[config.mk]
export PLATFORM = sky130hd
export DESIGN_NAME = booth_r4_ctrl
export DESIGN_NICKNAME = d
export VERILOG_FILES = /design/src/rtl/booth_r4_ctrl.sv
export SDC_FILE = /design/constraint.sdc
export NUM_CORES = 1
export LEC_CHECK = 0
export BUFFER_PORTS_ARGS = -buffer_cell sky130_fd_sc_hd__buf_2
export CAP_MARGIN = 20
export CORE_AREA = 2 2 39 41
export CTS_CLUSTER_SIZE = 12
export DETAILED_ROUTE_END_ITERATION = 6
export DIE_AREA = 0 0 41 43
export SLEW_MARGIN = 20
export SYNTH_ARGS = -nofsm -noshare
export SYNTH_HDL_FRONTEND = slang
export SYNTH_SLANG_ARGS = --single-unit
[constraint.sdc]
create_clock -name clk -period 3.8 [get_ports clk]
set_input_delay 0.76 -clock clk [delete_from_list [all_inputs] [get_ports clk]]
set_output_delay 0.76 -clock clk [all_outputs]
set_load 0.02 [all_outputs]
[src/rtl/booth_r4_ctrl.sv]
// ============================================================================
// booth_r4_ctrl
// ----------------------------------------------------------------------------
// Control FSM for an 8-bit radix-4 Booth multiplier datapath. It loads the
// operands, then runs ITER iterations. Each iteration:
//   - decodes the 3-bit Booth window {bit2,bit1,bit0} into an optional
//     add/subtract of 1x or 2x multiplicand;
//   - issues two 1-bit right shifts of the product/multiplier chain.
// A one-cycle done pulse marks a valid product.
//
// Optional feature macro: BOOTH_R4_CTRL_INTCNT_EN
//   defined   : the end-of-multiply test uses an internal CW-bit counter. LOAD
//               clears it and SHR2 increments it; eqcount is ignored.
//               Back-to-back multiplies need no reset.
//   undefined : the end test is the datapath's eqcount input. The datapath
//               counter clears only on rst, so rst must be pulsed between
//               multiplies.
//
// Ports
//   clk        in   system clock, rising edge
//   rst        in   asynchronous reset, active-high
//   start      in   multiply request, sampled only in IDLE
//   bit2       in   Booth window MSB (multiplier bit i+1)
//   bit1       in   Booth window middle (multiplier bit i)
//   bit0       in   Booth window LSB (appended bit i-1)
//   eqcount    in   datapath iteration counter reached ITER
//   ldmp       out  load multiplicand register
//   ldmplier   out  load multiplier, clear appended bit
//   ldprd      out  write ALU result into product upper half
//   funcsel    out  ALU op: 1 = add, 0 = subtract
//   muxsel     out  ALU operand: 1 = 2x multiplicand, 0 = 1x
//   shr        out  shift product/multiplier chain right by one
//   inc_count  out  increment datapath iteration counter
//   busy       out  high in every state except IDLE
//   done       out  one-cycle pulse, product valid
// ============================================================================
module booth_r4_ctrl #(
    parameter int ITER = 4,
    parameter int CW   = 3
) (
    input  logic clk,
    input  logic rst,
    input  logic start,
    input  logic bit2,
    input  logic bit1,
    input  logic bit0,
    input  logic eqcount,
    output logic ldmp,
    output logic ldmplier,
    output logic ldprd,
    output logic funcsel,
    output logic muxsel,
    output logic shr,
    output logic inc_count,
    output logic busy,
    output logic done
);

    typedef enum logic [2:0] {
        S_IDLE = 3'd0,
        S_LOAD = 3'd1,
        S_EVAL = 3'd2,
        S_SHR1 = 3'd3,
        S_SHR2 = 3'd4,
        S_DONE = 3'd5
    } state_t;

    state_t state_q;
    state_t state_d;
    logic   end_test;

`ifdef BOOTH_R4_CTRL_INTCNT_EN
    logic [CW-1:0] cnt_q;
    logic [CW-1:0] cnt_d;
    logic          unused_eqcount;

    // The datapath's counter status is not needed when counting internally.
    assign unused_eqcount = eqcount;

    always_comb begin
        cnt_d = cnt_q;
        if (state_q == S_LOAD) begin
            cnt_d = '0;
        end else if (state_q == S_SHR2) begin
            cnt_d = cnt_q + CW'(1);
        end
    end

    always_ff @(posedge clk or posedge rst) begin
        if (rst) begin
            cnt_q <= '0;
        end else begin
            cnt_q <= cnt_d;
        end
    end

    assign end_test = (cnt_q == CW'(ITER));
`else
    assign end_test = eqcount;
`endif

    // State register. Outputs are decoded from state_q alone (plus the Booth
    // bits in EVAL), so an asynchronous rst drops every output immediately.
    always_ff @(posedge clk or posedge rst) begin
        if (rst) begin
            state_q <= S_IDLE;
        end else begin
            state_q <= state_d;
        end
    end

    always_comb begin
        state_d   = state_q;
        ldmp      = 1'b0;
        ldmplier  = 1'b0;
        ldprd     = 1'b0;
        funcsel   = 1'b0;
        muxsel    = 1'b0;
        shr       = 1'b0;
        inc_count = 1'b0;
        busy      = 1'b1;
        done      = 1'b0;

        unique case (state_q)
            S_IDLE: begin
                busy = 1'b0;
                if (start) begin
                    state_d = S_LOAD;
                end
            end
            S_LOAD: begin
                ldmp     = 1'b1;
                ldmplier = 1'b1;
                state_d  = S_EVAL;
            end
            S_EVAL: begin
                if (end_test) begin
                    state_d = S_DONE;
                end else begin
                    state_d = S_SHR1;
                    // Booth digit = -2*bit2 + bit1 + bit0. Zero digits skip the
                    // ALU write and leave funcsel/muxsel low.
                    unique case ({bit2, bit1, bit0})
                        3'b001, 3'b010: begin
                            ldprd   = 1'b1;
                            funcsel = 1'b1;
                        end
                        3'b011: begin
                            ldprd   = 1'b1;
                            funcsel = 1'b1;
                            muxsel  = 1'b1;
                        end
                        3'b100: begin
                            ldprd  = 1'b1;
                            muxsel = 1'b1;
                        end
                        3'b101, 3'b110: begin
                            ldprd = 1'b1;
                        end
                        default: begin
                            ldprd = 1'b0;
                        end
                    endcase
                end
            end
            S_SHR1: begin
                shr     = 1'b1;
                state_d = S_SHR2;
            end
            S_SHR2: begin
                shr       = 1'b1;
                inc_count = 1'b1;
                state_d   = S_EVAL;
            end
            S_DONE: begin
                done    = 1'b1;
                state_d = S_IDLE;
            end
            default: begin
                busy    = 1'b0;
                state_d = S_IDLE;
            end
        endcase
    end

endmodule
==> flow_summary.toml, run 1 <==
[outcome]
status = "finished, final reports clean"

[setup_path]
crit_required_ns = 3.04
critPathKind = "primary input to output port"
crit_arrival_ns = 1.74
reg2reg_to = "state_q[1]"
cp_max_fo = 4
worst_setup_path_start_kind = "primary input"
crit_path_end_kind = "output port"
rrSetupSlack_ns = 2.51
r2r_cells = 2
rr_startpoint = "state_q[2]"

[timing]
hold_viol = 0
skew_ns = 0.001080
setup_viol = 0
clock.fmax_mhz = 399.6
report.final.slew_viol_count = 0
layout_worst_path_cycle_share_pct = 65.85
relSlewSlack_pct = 80.98
tns_ns = 0
fin_crit_ns = 2.502
worst_pin_slew_ns = 0.2847
rsz0062_at_grt = "no"

[die]
die_h_um = 43
fp-row-count = 14
core_area_mm2 = 0.001384
ioPinCount = 16
start_util_pct = 17.90
die_area_mm2 = 0.001763
die_w_um = 41

[drt]
drtIter0Drc = 5
num_vias = 263
dr.pass1.iters = 2
via_per_inst = 4.383
drc = 0
ant_nets = 0
routed_wl_um = 540
post_drt_wl_per_cell_um = 9.000

[synth]
yosysTopAreaCell = "dfrtp_1"
synth_area_per_cell_um2 = 8.848
synthSimpleGateAreaFrac_pct = 51.52
syn_area_um2 = 247.7
synth-seq-cells = 3
synth_mux_area_share_pct = 0
netlist_instances = 28
netlist_top_cells_count = "dfrtp_1 (3), nor2_1 (3), nor3_1 (3), nor3b_1 (3)"
synth_fp_nets = 35
synthAdderAreaFrac_pct = 0
yosysSeqAreaShare_pct = 30.30
async_flop_share_pct = 100.0
yosysUniqueCellTypes = 18
synth_top_area_share_pct = 30.30
synth_top_cells_by_area = "dfrtp_1 (30%), nor3b_1 (9.1%), nor3_2 (8.1%)"
synth_compound_area_share_pct = 7.071
ys.flop_type = "dfrtp_1"
ys_warn_count = 0
synth_xor_xnor_area_share_pct = 0
synth-edff-count = 0
synth_top_family_by_area = "simple AND/OR/NAND/NOR gates"

[grt]
grt_max_degree = 10
antenna_found_initial = 0
grt_pass1_wl_um = 876
grt_overflow = 0
grt_usage_pct = 7.538
first_global_vias = 243

[final_layout]
largest_reg_flops = 3
fin_area_um2 = 345.3
top_register = "state_q"
top_regs = "state_q: 3 flops"
layoutNonFillerInstCount = 60
layout.nets = 52
num-fill-cells = 165
drive_gt1_share_pct = 52.27
area_growth_pct = 39.39
diodes = 0

[clock_network]
clkLatencyLatePin_ns = 0.23
cts_tree = "built"
post_cts_resized = 0
postCtsSetupBuffers = 0
holdBufCountCts = 0
clockBufferDepth = 2
cts_root_buffer = "clkbuf_4"
numCtsBuffers = 3
clk_pin_slew_ns = 0.04
htree_num_levels = 1
clkSinkCount = 3

[place]
place_area_um2 = 319.1
place_inst = 56
portBuffers = 15
globalplace.congestion = 0.6129
dp_hpwl_um = 424

[power_and_ir_drop]
p_leak_nw = 0.1774
p_per_area_mw_per_mm2 = 766.8
max-vdd-ir-drop_mv = 0.1469

[hold_path]
hold_class = "primary input to async pin"

[run]
max-cap-violations = 0
cell usage in the layout (no fill, tap or decap), types with 2 or more instances in the layout:
master and instances:
clkbuf_4 3, dfrtp_1 3, nor3b_1 3, a21oi_1 2, nor2_1 3, nor3_1 3
nor3_2 2, buf_2 15
how the worst max path moves through the flow:
| stage | end | start | slack (ns) |
|---|---|---|---|
| after floorplan | muxsel | eqcount | 1.42 |
| after global placement | ldprd | eqcount | 1.31 |
| after detailed placement | ldprd | eqcount | 1.30 |
| after CTS | ldprd | eqcount | 1.29 |
| after global routing | ldprd | eqcount | 1.27 |
| final | ldprd | eqcount | 1.30 |
per-layer routing:
layer,routed length (µm),up-vias,track usage (%)
li1,-,133,-
met1,233,116,7.742
met2,253,12,11.25
met3,36,2,1.571
met4,17,0,8.000
met5,0,-,0
worst max-delay path: stages:
cell and delay, ns:
buf_2 0.10, or4b_4 0.51, nor3_2 0.19, buf_2 0.18
layout make-up:
type	instances	area, µm²	area share, %
timing repair buffer	15	75.07	21.74
clock buffer	4	26.28	7.609
tap	16	20.02	5.797
inverter	1	3.754	1.087
multi-input combinational	21	145.1	42.03
sequential	3	75.07	21.74
where the power goes:
group,switching (mW),internal (mW),total (mW)
clock,0.0162,0.0393,0.0555
sequential,0.0298,0.0466,0.0764
combinational,0.0763,0.0565,0.133
total,0.122,0.142,0.265
cell families after synthesis:
| group | count (synthesis) |
|---|---|
| AND/OR/NAND/NOR | 18 |
| buffers and inverters | 4 |
| flip-flops | 3 |
| AO/OA/AOI/OAI | 3 |
stage by stage:
step | util (%) | hold WS, ns | setup WS, ns | power (mW)
floorplan | - | 0.5119 | 1.415 | 0.1851
global placement | 23.06 | 0.5618 | 1.306 | 0.2096
detailed placement | 23.06 | 0.5793 | 1.299 | 0.2111
CTS | 24.95 | 0.3850 | 1.291 | 0.2685
global route | 24.95 | 0.3800 | 1.270 | 0.2871
finish | 24.95 | 0.3832 | 1.298 | 0.2648
No activity file was read; power rests on OpenSTA's default activity.
==> run 2: changes to the inputs <==
==> constraint.sdc (replaced) <==
create_clock -name clk -period 2.55 [get_ports clk]
set_input_delay 0.51 -clock clk [delete_from_list [all_inputs] [get_ports clk]]
set_output_delay 0.51 -clock clk [all_outputs]
set_load 0.02 [all_outputs]
==> run 2 against run 1 <==
Effect of this change: first-iteration DRC count fell by 40%; sequential share of layout area is the same; total power is 49% higher; die area stayed put; clock-buffer cell count stayed put; largest power group unchanged.
==> flow_summary.toml, run 2 (synthesized netlist as in run 1, its figures left out) <==
[setup_path]
rrSetupSlack_ns = 1.24
rr_startpoint = "state_q[2]"
reg2reg_to = "state_q[1]"
critPathKind = "flip-flop to output port"
cp_max_fo = 9
crit_required_ns = 2.04
r2r_cells = 2
crit_arrival_ns = 1.64
crit_path_end_kind = "output port"
worst_setup_path_start_kind = "flip-flop"
setup.worst_path.start = "state_q[2]"

[grt]
grt_overflow = 0
grt_pass1_wl_um = 924
antenna_found_initial = 0
grt_usage_pct = 8.359
grt_max_degree = 10
first_global_vias = 251

[timing]
worst_pin_slew_ns = 0.2935
report.final.slew_viol_count = 0
layout_worst_path_cycle_share_pct = 84.33
fin_crit_ns = 2.150
hold_viol = 0
setup_ws_ns = 0.3997
skew_ns = 0.0004469
clock.fmax_mhz = 465.1
rsz0062_at_grt = "no"
relSlewSlack_pct = 80.39
setup_viol = 0
tns_ns = 0

[die]
core_area_mm2 = 0.001384
die_area_mm2 = 0.001763
die_h_um = 43
fp-row-count = 14
die_w_um = 41
ioPinCount = 16
start_util_pct = 17.90

[clock_network]
clkLatencyLatePin_ns = 0.23
holdBufCountCts = 0
clkSinkCount = 3
htree_num_levels = 1
cts_root_buffer = "clkbuf_4"
clk_pin_slew_ns = 0.04
cts_tree = "built"
clockBufferDepth = 2
numCtsBuffers = 3
postCtsSetupBuffers = 0
post_cts_resized = 0

[final_layout]
num-fill-cells = 152
top_register = "state_q"
top_regs = "state_q: 3 flops"
drive_gt1_share_pct = 52.27
largest_reg_flops = 3
layout.nets = 52
final_common_cell = "buf_2"
diodes = 0
area_growth_pct = 39.39

[power_and_ir_drop]
internal-power_uw = 212.4
clkPwrFrac_pct = 20.9
p_per_area_mw_per_mm2 = 1145
pwr-share-comb_pct = 50.6
switchingPower_uw = 182.9
p_leak_nw = 0.1774
p_seq_share_pct = 28.5
max-vdd-ir-drop_mv = 0.2469
switching_share_pct = 46.27

[hold_path]
hold_class = "primary input to async pin"

[drt]
num_vias = 256
dr.pass1.iters = 2
drc = 0
via_per_inst = 4.267
drtIter0Drc = 3
ant_nets = 0
post_drt_wl_per_cell_um = 8.833
routed_wl_um = 530

[place]
dp_hpwl_um = 411.2
portBuffers = 15
globalplace.congestion = 0.6469
place_ws_ns = 0.5542

[run]
max-cap-violations = 0

[outcome]
status = "finished, final reports clean"
-- run 2: cell counts in the layout (fill, tap and decap cells not counted) --
No cell type changed its count.
-- run 2: layout make-up --
type                       instances  area (µm²)  share of cell area, %
clock buffer                       4       26.28                  7.609
inverter                           1       3.754                  1.087
multi-input combinational         21       145.1                  42.03
sequential                         3       75.07                  21.74
tap                               16       20.02                  5.797
timing repair buffer              15       75.07                  21.74
-- run 2: critical path: stages, from the launching register on --
cell and delay (ns):
dfrtp_1 0.45, or4b_4 0.60, nor3_2 0.18, buf_2 0.18
-- run 2: through the flow --
step                      instances  power [mW]  utilization [%]  hold WS (ns)  area, µm²
after floorplan                  28      0.2758                -        0.2636      247.7
after global placement           56      0.3131            23.06        0.3784      319.1
after detailed placement         56      0.3153            23.06        0.3804      319.1
after CTS                        60      0.4026            24.95        0.1322      345.3
after global routing             60      0.4283            24.95        0.1355      345.3
final                            60      0.3954            24.95        0.1359      345.3
-- run 2: how the worst max path moves through the flow --
stage	endpoint	slack, ns	cells past startpoint
global route	ldprd	0.34	3
detailed placement	ldprd	0.55	4
global placement	ldprd	0.55	4
floorplan	shr	0.63	3
finish	ldprd	0.40	3
CTS	ldprd	0.38	3
-- run 2: power by group through the flow --
stage	sequential [mW]	combinational [mW]	clock, mW
floorplan	0.0842	0.192	0
global placement	0.113	0.200	0
detailed placement	0.114	0.202	0
CTS	0.113	0.203	0.0870
global route	0.120	0.221	0.0872
finish	0.113	0.200	0.0826
-- run 2: per-layer routing --
metal	GRT usage, %	share of wire (%)	up-vias
met4	10.00	0	0
li1	-	-	134
met3	3.141	5.7	0
met2	10.31	51	12
met1	9.416	43	110
met5	0	0	-
==> run 3: changes to the inputs <==
==> constraint.sdc (replaced) <==
create_clock -name clk -period 1.79 [get_ports clk]
set_input_delay 0.358 -clock clk [delete_from_list [all_inputs] [get_ports clk]]
set_output_delay 0.358 -clock clk [all_outputs]
set_load 0.02 [all_outputs]
==> run 3 against run 2 <==
Effect of this change: largest power group unchanged; clock-buffer cell count unchanged; non-clock buffer count rose by 4; global-route usage up 0.81 points; die area did not move; first-iteration DRC count increased by 67%; combinational power up 95%; wire length rose by 13%; critical path depth stayed put; the flow now finishes with violations (setup timing); final cell count is 6.7% higher; critical path type unchanged; via count is 4.7% higher; sequential power about the same; largest cell class unchanged; worst setup slack worse by 0.45 ns.
==> flow_summary.toml, run 3 (synthesized netlist as in run 1, its figures left out) <==
[outcome]
status = "finished with violations"
violations = "setup timing"

[die]
ioPinCount = 16
core_area_mm2 = 0.001384
die_h_um = 43
die_w_um = 41
fp-row-count = 14
die_area_mm2 = 0.001763
start_util_pct = 17.90

[setup_path]
critPathKind = "flip-flop to output port"
crit_required_ns = 1.43
worst_path_max_delay_cell = "or4b_4"
crit_buf_inv = 1
cp_top_family = "simple AND/OR/NAND/NOR gates"
max_stage_delay_ns = 0.56
cp_max_fo = 4
cp_cell_sequence = "or4b_4 > nor3_2 > buf_4"
crit_path_end_kind = "output port"
worst_setup_path_start_kind = "flip-flop"
rrSetupSlack_ns = 0.60
crit_arrival_ns = 1.48

[place]
globalplace.congestion = 0.7048
place_ws_ns = 0.09259
place_area_um2 = 341.6
portBuffers = 15
dp_hpwl_um = 453.9

[timing]
skew_ns = 0.0003955
setup_viol = 3
rsz0062_at_grt = "yes"
worst_pin_slew_ns = 0.2826
relSlewSlack_pct = 81.12
hold_viol = 0
layout_worst_path_cycle_share_pct = 102.7
clock.fmax_mhz = 544.2
report.final.slew_viol_count = 0
setup_ws_ns = -0.04765
fin_crit_ns = 1.838

[grt]
grt_overflow = 0
grt_max_degree = 9
antenna_found_initial = 0
first_global_vias = 231
grt_pass1_wl_um = 1035
grt_usage_pct = 9.164

[power_and_ir_drop]
totalPowerFinal_uw = 619.2
p_per_area_mw_per_mm2 = 1586
max-vdd-ir-drop_mv = 0.5240
p_leak_nw = 0.2007

[final_layout]
largest_reg_flops = 3
drive_gt1_share_pct = 56.25
final_common_cell = "buf_2"
layout.nets = 56
top_regs = "state_q: 3 flops"
fin_area_um2 = 390.4
top_register = "state_q"
final_cell_mix = "buf_2 (12), buf_4 (6)"
diodes = 0
area_growth_pct = 57.58

[clock_network]
clkSinkCount = 3
clkLatencyLatePin_ns = 0.23
cts_root_buffer = "clkbuf_4"
postCtsSetupBuffers = 0
numCtsBuffers = 3
clk_pin_slew_ns = 0.04
clockBufferDepth = 2
cts_tree = "built"
htree_num_levels = 1

[drt]
drc = 0
drtIter0Drc = 5
routed_wl_um = 598
num_vias = 268
via_per_inst = 4.188
post_drt_wl_per_cell_um = 9.344
dr.pass1.iters = 3
ant_nets = 0

[run]
max-cap-violations = 0

[hold_path]
hold_class = "primary input to flip-flop"
[run 3: cell count changes in the layout (fill, tap and decap cells not counted), sizes merged]
cell,previous run,this run
buf,15,18
dlygate4sd3,0,1
[run 3: worst paths after layout]
kind / start / end / cells after the start
setup / recovery: state_q[0] / ldprd / 3
hold / removal: start / state_q[0] / 3
setup reg to reg: state_q[2] / state_q[1] / 3
hold reg to reg: state_q[0] / state_q[0] / 2
max in group asynchronous: rst / state_q[1] / 3
min in group asynchronous: rst / state_q[2] / 3
[run 3: cell type report]
cell class / count / area [µm²]
fill: 158 / 993.5
multi-input combinational: 21 / 150.1
timing repair buffer: 19 / 115.1
sequential: 3 / 75.07
clock buffer: 4 / 26.28
tap: 16 / 20.02
inverter: 1 / 3.754
[run 3: where the power goes]
group          leakage, nW  switching (mW)  internal (mW)
sequential          0.0382          0.0134         0.0992
combinational        0.148           0.225          0.165
clock               0.0150          0.0329         0.0834
total                0.201           0.272          0.347
[run 3: worst reg2reg max path: stages (launching register included)]
cell	delay, ns
dfrtp_1	0.37
buf_4	0.16
nor3b_2	0.17
or3b_1	0.37
[run 3: metrics by stage]
step	TNS [ns]	util, %	std cells	hold slack, ns
after CTS	-0.1068	27.67	64	0.3787
after global routing	-0.2270	28.21	64	0.3882
after global placement	0	24.68	59	0.2283
final	-0.07601	28.21	64	0.3855
after floorplan	0	-	28	0.1116
after detailed placement	0	24.68	59	0.2312
[run 3: routing by layer]
layer / part of all wire (%) / track usage (%) / vias to the layer above
li1: - / - / 139
met3: 6.2 / 4.712 / 0
met5: 0 / 0 / -
met1: 45 / 10.71 / 117
met2: 49 / 11.56 / 12
met4: 0 / 8.000 / 0
[run 3: repair_timing]
item,in CTS,in global routing
resized for setup,2,2
pin swaps,3,0
hold buffers,1,0
hold endpoints to repair,3,0
endpoints found under the setup margin,3,4
